$ cat src/rtl/mmio_timer.sv
// mmio_timer: memory-mapped down-counting timer with prescaler, auto-reload and sticky expiry interrupt
module mmio_timer #(
    parameter logic [31:0] BASE = 32'hFFFF0000
) (
    input  logic        clk,
    input  logic        reset,
    input  logic        memwrite,
    input  logic [31:0] memaddr,
    input  logic [31:0] memwritedata,
    output logic [31:0] memreaddata,
    output logic        irq
);
    typedef enum logic {IDLE, RUN} state_t;

    state_t      state;
    logic        auto_rl, ie, exp_flag;
    logic [7:0]  presc, pre;
    logic [31:0] load, count, ctrl;
    logic        sel, wr_ctrl, wr_load, clr, tick, expire, exp_n, ie_n, unused_ok;
    logic [1:0]  off;

    assign sel       = memaddr[31:4] == BASE[31:4];
    assign off       = memaddr[3:2];
    assign wr_ctrl   = memwrite && sel && off == 2'd0;
    assign wr_load   = memwrite && sel && off == 2'd1;
    assign clr       = memwrite && sel && off == 2'd3 && memwritedata[0];
    assign tick      = state == RUN && pre == presc;
    assign expire    = tick && count == 32'd0;
    assign exp_n     = expire || (exp_flag && !clr);
    assign ie_n      = wr_ctrl ? memwritedata[2] : ie;
    assign ctrl      = {16'd0, presc, 5'd0, ie, auto_rl, state == RUN};
    assign unused_ok = &memaddr[1:0];

    // Read mux: selected register, zero when the window is not addressed
    always_comb
        memreaddata = !sel        ? 32'd0 :
                      off == 2'd0 ? ctrl  :
                      off == 2'd1 ? load  :
                      off == 2'd2 ? count : {31'd0, exp_flag};

    // Timer FSM: prescaling, counting, reloads and register writes (CTRL write wins over expiry)
    always_ff @(posedge clk) begin
        if (reset) begin
            state    <= IDLE;
            auto_rl  <= 1'b0;
            ie       <= 1'b0;
            presc    <= 8'd0;
            pre      <= 8'd0;
            load     <= 32'd0;
            count    <= 32'd0;
            exp_flag <= 1'b0;
            irq      <= 1'b0;
        end else begin
            if (state == RUN) begin
                pre <= tick ? 8'd0 : pre + 8'd1;
                if (tick)
                    count <= count != 32'd0 ? count - 32'd1 : auto_rl ? load : count;
                if (expire && !auto_rl)
                    state <= IDLE;
            end
            if (wr_load) begin
                load <= memwritedata;
                if (state == IDLE)
                    count <= memwritedata;
            end
            if (wr_ctrl) begin
                auto_rl <= memwritedata[1];
                ie      <= memwritedata[2];
                presc   <= memwritedata[15:8];
                if (!memwritedata[0]) begin
                    state <= IDLE;
                    count <= count;
                end else if (state == IDLE) begin
                    state <= RUN;
                    count <= load;
                    pre   <= 8'd0;
                end else begin
                    state <= RUN;
                end
            end
            exp_flag <= exp_n;
            irq      <= exp_n && ie_n;
        end
    end
endmodule

$ cat config.mk
export PLATFORM = sky130hd
export DESIGN_NAME = mmio_timer
export DESIGN_NICKNAME = d
export VERILOG_FILES = /design/src/rtl/mmio_timer.sv
export SDC_FILE = /design/constraint.sdc
export NUM_CORES = 1
export LEC_CHECK = 0
export CORE_ASPECT_RATIO = 0.8
export CORE_UTILIZATION = 45
export CTS_BUF_LIST = sky130_fd_sc_hd__clkbuf_16
export CTS_CLUSTER_DIAMETER = 80
export DETAILED_ROUTE_END_ITERATION = 10
export DONT_BUFFER_PORTS = 1
export GPL_TIMING_DRIVEN = 0
export PLACE_DENSITY_LB_ADDON = 0.1
export SLEW_MARGIN = 20
export SYNTH_ARGS = -nofsm -noshare
export SYNTH_HDL_FRONTEND = slang
export SYNTH_SLANG_ARGS = --single-unit
$ cat constraint.sdc
create_clock -name clk -period 2.8 [get_ports clk]
set_clock_uncertainty 0.15 [all_clocks]
set_input_delay 0.14 -clock clk [delete_from_list [all_inputs] [get_ports clk]]
set_output_delay 0.14 -clock clk [all_outputs]
set_load 0.01 [all_outputs]
==> impl_metrics.ini, run 1 <==
[outcome]
status = finished with violations
violations = negative setup slack

[setup_path]
reg2reg_slack_ns = -0.06
critPathKind = flop to flop
r2r-end = count[1]
reg2regPathDepth = 12
cp.arrival_ns = 2.99
r2r_start = count[0]
setup.worst_path.start_class = flop
path_max_fanout = 3
crit_required_ns = 2.92
crit_path_end_kind = flop

[sta]
drv_slew = 0
setup_violations = 3
finalHoldViolations = 0
setup_ws_ns = -0.0627
worst_pin_slew_ns = 0.869
fin_crit_sh_pct = 102
rsz0062_at_grt = yes
slew_headroom_pct = 42.1
holdWs_ns = 0.00903
fmax_ghz = 0.349
finalCriticalPeriod_ns = 2.86

[min_path]
hold_class = primary input to flop
hold_path_end = count[20]
hold_start = memwritedata[20]
hold_depth = 4

[floorplan]
dieArea_um2 = 13400
row_count = 36
die_w_um = 129
start_util_pct = 47.1
fp.dieH_um = 104
core_area_um2 = 12400
io_pins = 100

[clock_network]
insertion_delay_ns = 0.36
cts_buffers = 9
path_clk_slew_ns = 0.07
cts_tree = done
cts_max_level = 3
numClockSinks = 85
cts_max_path_buffers = 2
cts-root-buf = clkbuf_16

[global_routing]
grt_pass1_vias = 6561
grt_max_degree = 15
gr-usage-all-layers_pct = 40.2
grt_pass1_wl_um = 39300
antenna_found_initial = 0
grt-ovfl-total = 0

[pwr]
finalPower_uw = 3040
ir_worst_vdd_mv = 0.302
p_per_area_nw_per_um2 = 418
p_leak_uw = 0.00285

[logic_synthesis]
ys_ff_latch = 85
synth_cell_types = 68
synth_area_leaders = dfxtp_1 29%, mux2i_1 11%, nor2_1 9.1%
synth.yosys.seq_area_share_pct = 29.2
syn-num-nets = 855
ys_async_sr_fraction_pct = 0
synth.top_cell.area_share_pct = 29.2
synthFlopType = dfxtp_1
yosys.area.top_type = dfxtp_1
syn_inst = 785
synth_edf_count = 0
synth_warnings = 0
syn_area_um2 = 5840
avgSynthCellArea_um2 = 7.44

[drt]
route.detailed.drc = 0
postRouteAntennaNets = 0
firstDrtPassIters = 8
vias_per_cell = 6.64
dr.first_iter.drc_count = 1031
routedWlPerCell_um = 25.6
vias = 6890
finalWirelength_um = 26600

[cells_and_area]
layout_common_cells = 139 x nor2_1, 83 x dfxtp_1, 68 x a21oi_1
area_delta_synth_final_pct = 24.6
final_common_cell = nor2_1
drive_above_1_share_pct = 14.5
antennaDiodeCount = 0
nNetsFinal = 932

[placement]
portBuffers = 0
dpl.hpwl_um = 18600
finalWeightedCongestion = 0.997

[flow_run]
drv_cap = 0
## layout make-up
| type | count | area [um2] |
|---|---|---|
| Tap cell | 171 | 214 |
| Clock buffer | 9 | 225 |
| Multi-Input combinational cell | 622 | 3990 |
| Clock inverter | 7 | 67.6 |
| Timing Repair Buffer | 71 | 666 |
| Sequential cell | 85 | 1710 |
| Inverter | 12 | 53.8 |
| Fill cell | 1187 | 5120 |
| Buffer | 61 | 343 |
## cell usage after synthesis, drive strengths merged, types with 11 or more instances
master	instances
a211oi	11
a21oi	71
a22oi	24
a31oi	17
buf	19
clkbuf	47
dfxtp	85
inv	12
mux2i	63
nand2	46
nand3	22
nand4	15
nor2	142
nor3	35
nor4	15
o21ai	32
or3	19
xnor2	11
## report_power, final
part | switching [uW] | leakage (uW) | internal (uW) | total [uW]
registers | 6.43 | 0.000686 | 1210 | 1220
logic | 335 | 0.00202 | 262 | 597
clock network | 539 | 0.000144 | 687 | 1230
## flip-flops by register name (all words and copies together) (netlist names)
register  count
auto_rl       1
count        32
exp_flag      1
ie            1
irq           1
load         32
pre           8
presc         8
state         1
## worst max path at each step
stage,startpoint,to,slack (ns),cells past startpoint
2_1_floorplan,count[0],count[28],-0.02,10
3_3_place_gp,count[17],count[27],-0.86,9
3_5_place_dp,count[17],count[27],-0.83,9
4_1_cts,count[0],count[24],-0.04,10
5_1_grt,count[0],count[1],-0.06,12
6_report,count[0],count[1],-0.06,12
## timing repair
item / 4_1_cts / 5_1_grt
cloned: 0 / 1
setup endpoints to repair: 54 / 33
hold buffers: 33 / 0
endpoints found under the hold margin: 68 / 0
pin swaps: 12 / 19
resized for setup: 44 / 35
buffers inserted: 22 / 15
## per-layer routing
layer / GRT usage (%) / share of wire [%]
met4: 16.0 / 3.7
met2: 57.1 / 42
met5: 0 / 0
met1: 55.4 / 41
met3: 13.1 / 13
## metrics by stage
stage | setup slack, ns | instances | util (%) | setup TNS (ns) | cell area, um2
finish | -0.0627 | 1038 | 58.7 | -0.104 | 7270
global placement | -0.857 | 956 | 48.8 | -31.29 | 6050
global route | -0.0586 | 1038 | 58.7 | -0.288 | 7270
floorplan | -0.0193 | 785 | - | -0.0193 | 5840
detailed placement | -0.830 | 956 | 49.0 | -27.81 | 6070
CTS | -0.0358 | 1024 | 56.8 | -0.0362 | 7030
## worst max-delay path, cell delays in order, from the launching register on
cell and delay, ns:
dfxtp_4 0.36, inv_4 0.07, ha_4 0.12, or4b_4 0.48, nand3b_1 0.27, buf_6 0.19, nor3_4 0.21, buf_6 0.17
buf_12 0.11, mux2_4 0.29, o22ai_2 0.08, nand2_1 0.10, a21oi_2 0.19
## kinds of logic (layout without fill, tap and decap cells)
logic type                 count (synthesis)  after routing  share of synthesized area (%)
and+or+nand+nor                          328            328                           27.3
AOI/OAI and AO/OA                        207            207                           22.4
DFF                                       85             85                           29.2
buffers and inverters                     78            160                           6.13
muxes                                     68             68                           12.0
xor gates and xnor gates                  16             16                           2.40
adders and majority gates                  3              3                          0.643
No activity file was read; power rests on OpenSTA's default activity.
==> inputs of run 2 (changes only) <==
--- a/config.mk
+++ b/config.mk
@@ -5,6 +5,7 @@
 export SDC_FILE = /design/constraint.sdc
 export NUM_CORES = 1
 export LEC_CHECK = 0
+export ABC_AREA = 1
 export CORE_ASPECT_RATIO = 0.8
 export CORE_UTILIZATION = 45
 export CTS_BUF_LIST = sky130_fd_sc_hd__clkbuf_16
==> impl_metrics.ini, run 2 <==
[outcome]
status = finished, final reports clean

[logic_synthesis]
yosys.area.top_type = dfxtp_1
synth.top_cell.area_share_pct = 24.8
synth_warnings = 0
yosys.area_share.simple_pct = 36.3
synth_top_family_by_area = simple AND/OR/NAND/NOR gates
synth_fa_ha_area_share_pct = 0.547
synth_edf_count = 0
avgSynthCellArea_um2 = 5.80
syn_area_um2 = 6870
synth.yosys.seq_area_share_pct = 24.8
synthFlopType = dfxtp_1
synth.most_common_cell = nand2_1
synth_cell_types = 42
ys_async_sr_fraction_pct = 0
syn-num-nets = 1255
synth_area_leaders = dfxtp_1 25%, nand2_1 17%, a21oi_1 10%
synth_commonest_cells = 302 x nand2_1, 158 x nor2_1, 139 x a21oi_1
synth_compound_area_share_pct = 23.8
syn_inst = 1185
synthMuxAreaShare_pct = 0
synthXorXnorAreaFrac_pct = 2.42
ys_ff_latch = 85

[placement]
dpl.hpwl_um = 20800
portBuffers = 0
finalWeightedCongestion = 1.04

[clock_network]
cts_max_level = 3
numClockSinks = 85
cts-root-buf = clkbuf_16
insertion_delay_ns = 0.36
cts_tree = done
path_clk_slew_ns = 0.07
cts_max_path_buffers = 2
cts_buffers = 9

[sta]
rsz0062_at_grt = no
setup_violations = 0
final.setup.tns_ns = 0
fmax_ghz = 0.384
worst_pin_slew_ns = 0.979
fin_crit_sh_pct = 93.1
slew_headroom_pct = 34.5
finalHoldViolations = 0
drv_slew = 0
finalCriticalPeriod_ns = 2.61

[cells_and_area]
final_common_cell = nand2_1
layout_common_cells = 301 x nand2_1, 157 x nor2_1, 139 x a21oi_1
antennaDiodeCount = 0
top_regs = count (32), load (32)
area_delta_synth_final_pct = 12.9
drive_above_1_share_pct = 9.60
fill_cells = 1578
nNetsFinal = 1305

[floorplan]
dieArea_um2 = 15800
core_area_um2 = 14600
die_w_um = 140
io_pins = 100
fp.dieH_um = 112
start_util_pct = 47.1
row_count = 39

[setup_path]
setup.worst_path.start_class = flop
path_max_fanout = 10
critPathSlowestCell = dlygate4sd3_1
cpMostUsedCell = nand2_1
cp.depth = 13
path_buf_inv = 6
critPathTopFamily = buffers and inverters
critPathKind = flop to flop
r2r-end = count[21]
reg2reg_slack_ns = 0.19
crit_required_ns = 2.87
reg2regPathDepth = 13
cpPeakStageDelay_ns = 0.55
crit_path_end_kind = flop
path_cells = buf_2 -> inv_1 -> nand4_1 -> buf_4 -> buf_2 -> nand2_1 -> inv_1 -> nand2_1 -> nand2_1 -> nand2_1 -> nand2_1 -> dlygate4sd3_1 -> a21oi_1
r2r_start = state
cp.arrival_ns = 2.68

[global_routing]
antenna_found_initial = 0
grt_pass1_wl_um = 42300
grt_pass1_vias = 7403
gr-usage-all-layers_pct = 35.8
grt-ovfl-total = 0
grt_max_degree = 15

[pwr]
p_per_area_nw_per_um2 = 321
p_int_uw = 1860
clkPwrFrac_pct = 45.4
seqPwrFrac_pct = 48.6
switching_share_pct = 25.2
ir_worst_vdd_mv = 0.309
p_leak_uw = 0.00317
p_comb_share_pct = 6.0
finalPower_uw = 2490
power.switching_uw = 628

[drt]
vias_per_cell = 5.64
routedWlPerCell_um = 19.2
postRouteAntennaNets = 0
vias = 8030
route.detailed.drc = 0
dr.first_iter.drc_count = 862
firstDrtPassIters = 6
finalWirelength_um = 27300

[min_path]
hold_class = primary input to flop
hold_depth = 3
hold_start = memwritedata[0]
hold_path_end = pre[0]

[flow_run]
drv_cap = 0
==> run 2: cell count changes after synthesis, moves of 24 or more <==
cell and delta:
inv_1 +100, o21ai_0 +71, o21ai_1 +34, nor3_1 -27, mux2i_1 -63, nand2_1 +257, a22oi_1 -24, nand3_1 +30
a21oi_1 +68
==> run 2: what timing repair did <==
action | CTS | global route
hold buffers | 36 | 0
endpoints found under the setup margin | 0 | 2
setup buffers | 0 | 3
endpoints found under the hold margin | 77 | 0
gates resized for setup | 0 | 4
==> run 2: worst register-to-register path: stages (launching register included) <==
cell	delay [ns]
dfxtp_1	0.33
buf_2	0.25
inv_1	0.18
nand4_1	0.13
buf_4	0.18
buf_2	0.30
nand2_1	0.10
inv_1	0.07
nand2_1	0.05
nand2_1	0.05
nand2_1	0.04
nand2_1	0.06
dlygate4sd3_1	0.55
a21oi_1	0.06
==> run 2: layout make-up <==
type | count | area [um2] | share of cell area [%]
buffer | 64 | 342 | 4.41
clock buffer | 9 | 225 | 2.91
multi-input combinational | 907 | 4340 | 55.9
sequential | 85 | 1700 | 22.0
tap | 184 | 230 | 2.97
timing repair buffer | 39 | 383 | 4.94
inverter | 129 | 494 | 6.38
clock inverter | 7 | 40.0 | 0.517
==> run 2: per-layer routing <==
metal | vias up | GRT usage, % | wire [um]
met3 | 52 | 11.0 | 3210
li1 | 3922 | - | -
met5 | - | 0 | 0
met4 | 0 | 14.6 | 923
met1 | 3636 | 50.9 | 12600
met2 | 420 | 49.6 | 10600
==> run 2: metrics by stage <==
stage	cells	hold slack [ns]	instance area [um2]	setup slack, ns	utilization [%]
floorplan	1185	0.0591	6870	0.897	-
finish	1424	0.00919	7750	0.193	53.1
CTS	1421	0.000407	7720	0.0597	52.9
global route	1424	0.0398	7750	0.000487	53.1
detailed placement	1369	0.0626	7100	0.324	48.6
global placement	1369	0.0632	7100	0.288	48.6
==> run 2: power groups by stage <==
stage	logic (uW)	registers [uW]	clock network [uW]
floorplan	66.0	1240	0
global placement	95.3	1240	0
detailed placement	95.7	1240	0
CTS	146	1210	1140
global route	164	1210	1200
finish	149	1210	1130
==> run 2: worst max-delay path by stage <==
stage,from,endpoint,slack [ns]
global route,state,count[22],0.0005
floorplan,count[0],count[27],0.90
finish,state,count[21],0.19
CTS,count[0],count[22],0.06
detailed placement,state,count[5],0.32
global placement,state,count[5],0.29
==> run 2: cells by family after synthesis <==
group	count (synthesis)
buffers and inverters	193
adder cells (fa/ha/maj)	3
AO/OA/AOI/OAI	308
AND/OR/NAND/NOR	577
flip-flops	85
XOR/XNOR	19
==> inputs of run 3 (changes only) <==
--- a/config.mk
+++ b/config.mk
@@ -14,6 +14,7 @@
 export DONT_BUFFER_PORTS = 1
 export GPL_TIMING_DRIVEN = 0
 export PLACE_DENSITY_LB_ADDON = 0.1
+export RECOVER_POWER = 50
 export SLEW_MARGIN = 20
 export SYNTH_ARGS = -nofsm -noshare
 export SYNTH_HDL_FRONTEND = slang
==> impl_metrics.ini, run 3 (synthesized netlist as in run 2, its figures left out) <==
[floorplan]
fp.dieH_um = 112
row_count = 39
start_util_pct = 47.1
io_pins = 100
die_w_um = 140
dieArea_um2 = 15800
core_area_um2 = 14600

[global_routing]
antenna_found_initial = 0
busiest_layer = met1
grt.met1_usage_pct = 50.9
grt_pass1_wl_um = 42300
grt_use_met3_pct = 11.0
use_met2_pct = 49.6
gr-usage-all-layers_pct = 35.8
grt_max_degree = 15
grt-ovfl-total = 0
grt_pass1_vias = 7403

[clock_network]
insertion_delay_ns = 0.36
numClockSinks = 85
cts_buffers = 9
cts_max_level = 3
cts_tree = done
cts_max_path_buffers = 2
path_clk_slew_ns = 0.07
cts-root-buf = clkbuf_16

[sta]
slew_headroom_pct = 35.4
drv_slew = 0
fmax_ghz = 0.383
worst_pin_slew_ns = 0.966
finalCriticalPeriod_ns = 2.61
fin_crit_sh_pct = 93.2
setup_violations = 0
finalHoldViolations = 0
final.setup.tns_ns = 0
rsz0062_at_grt = no

[drt]
vias = 8040
routedWlPerCell_um = 19.2
route.detailed.drc = 0
dr.first_iter.drc_count = 847
firstDrtPassIters = 6
vias_per_cell = 5.65
finalWirelength_um = 27300
postRouteAntennaNets = 0

[cells_and_area]
drive_above_1_share_pct = 9.35
nNetsFinal = 1305
layout_common_cells = 301 x nand2_1, 157 x nor2_1, 139 x a21oi_1
final_common_cell = nand2_1
fill_cells = 1579
fin_area_um2 = 7740
top_regs = count (32), load (32)
antennaDiodeCount = 0
area_delta_synth_final_pct = 12.8

[flow_run]
drv_cap = 0

[placement]
dpl.hpwl_um = 20800
portBuffers = 0
finalWeightedCongestion = 1.04
place_area_um2 = 7100

[setup_path]
critPathSlowestCell = dlygate4sd3_1
crit_required_ns = 2.88
r2r_start = state
path_max_fanout = 10
setup.worst_path.start_class = flop
cpPeakStageDelay_ns = 0.55
reg2regPathDepth = 13
crit_path_end_kind = flop
reg2reg_slack_ns = 0.19
critPathKind = flop to flop
cpMostUsedCell = nand2_1
r2r-end = count[21]
path_cells = buf_2 -> inv_1 -> nand4_1 -> buf_4 -> buf_2 -> nand2_1 -> inv_1 -> nand2_1 -> nand2_1 -> nand2_1 -> nand2_1 -> dlygate4sd3_1 -> a21oi_1
cp.arrival_ns = 2.68

[pwr]
p_leak_uw = 0.00316
p_per_area_nw_per_um2 = 321
ir_worst_vdd_mv = 0.308

[min_path]
hold_path_end = pre[0]
hold_depth = 3
hold_start = memwritedata[0]
hold_class = primary input to flop

[outcome]
status = finished, final reports clean
## run 3: changes by cell type in the layout (fill, tap and decap cells not counted), sizes merged
cell,delta
buf,-2
clkbuf,+2
## run 3: worst max-delay path by stage
stage	from	to	slack, ns	depth (start not counted)
finish	state	count[21]	0.19	13
floorplan	count[0]	count[27]	0.90	13
detailed placement	state	count[5]	0.32	8
global placement	state	count[5]	0.29	8
global route	state	count[22]	0.0005	13
CTS	count[0]	count[22]	0.06	16
## run 3: layout make-up
class	instances	area [um2]	area share, %
clock inverter	7	40.0	0.517
timing repair buffer	39	383	4.94
sequential	85	1700	22.0
inverter	129	494	6.38
multi-input combinational	907	4330	55.9
tap	184	230	2.97
clock buffer	9	225	2.91
buffer	64	339	4.38
## run 3: worst max-delay path, delay by kind of cell (launching register included)
family,cells,cell delay [ns]
flip-flops,1,0.33
AO/OA/AOI/OAI,1,0.06
buffers and inverters,6,1.51
AND/OR/NAND/NOR,6,0.43
## run 3: layer usage
| metal | up-vias | routed length [um] |
|---|---|---|
| li1 | 3913 | - |
| met1 | 3615 | 12500 |
| met2 | 457 | 10500 |
| met3 | 55 | 3330 |
| met4 | 0 | 941 |
| met5 | - | 0 |
## run 3: repair_timing
action                                  in CTS  in global routing
gates resized for setup                      0                  4
hold buffers                                36                  0
endpoints found under the hold margin       77                  0
endpoints found under the setup margin       0                  2
buffers inserted                             0                  3
## run 3: where the power goes
| part | switching [uW] | internal [uW] | leakage, uW |
|---|---|---|---|
| sequential | 0.00000278 | 1210 | 0.000684 |
| clock | 530 | 595 | 0.000134 |
| combinational | 92.5 | 56.6 | 0.00234 |
| total | 623 | 1860 | 0.00316 |
## run 3: through the flow
stage / setup WS [ns] / hold WS (ns) / total power, uW / util, % / instances
after CTS: 0.0597 / 0.000407 / 2500 / 52.9 / 1421
after global routing: 0.000487 / 0.0398 / 2570 / 53.1 / 1424
after global placement: 0.288 / 0.0632 / 1330 / 48.6 / 1369
after detailed placement: 0.324 / 0.0626 / 1330 / 48.6 / 1369
final: 0.190 / 0.00949 / 2480 / 53.1 / 1424
after floorplan: 0.897 / 0.0591 / 1300 / - / 1185
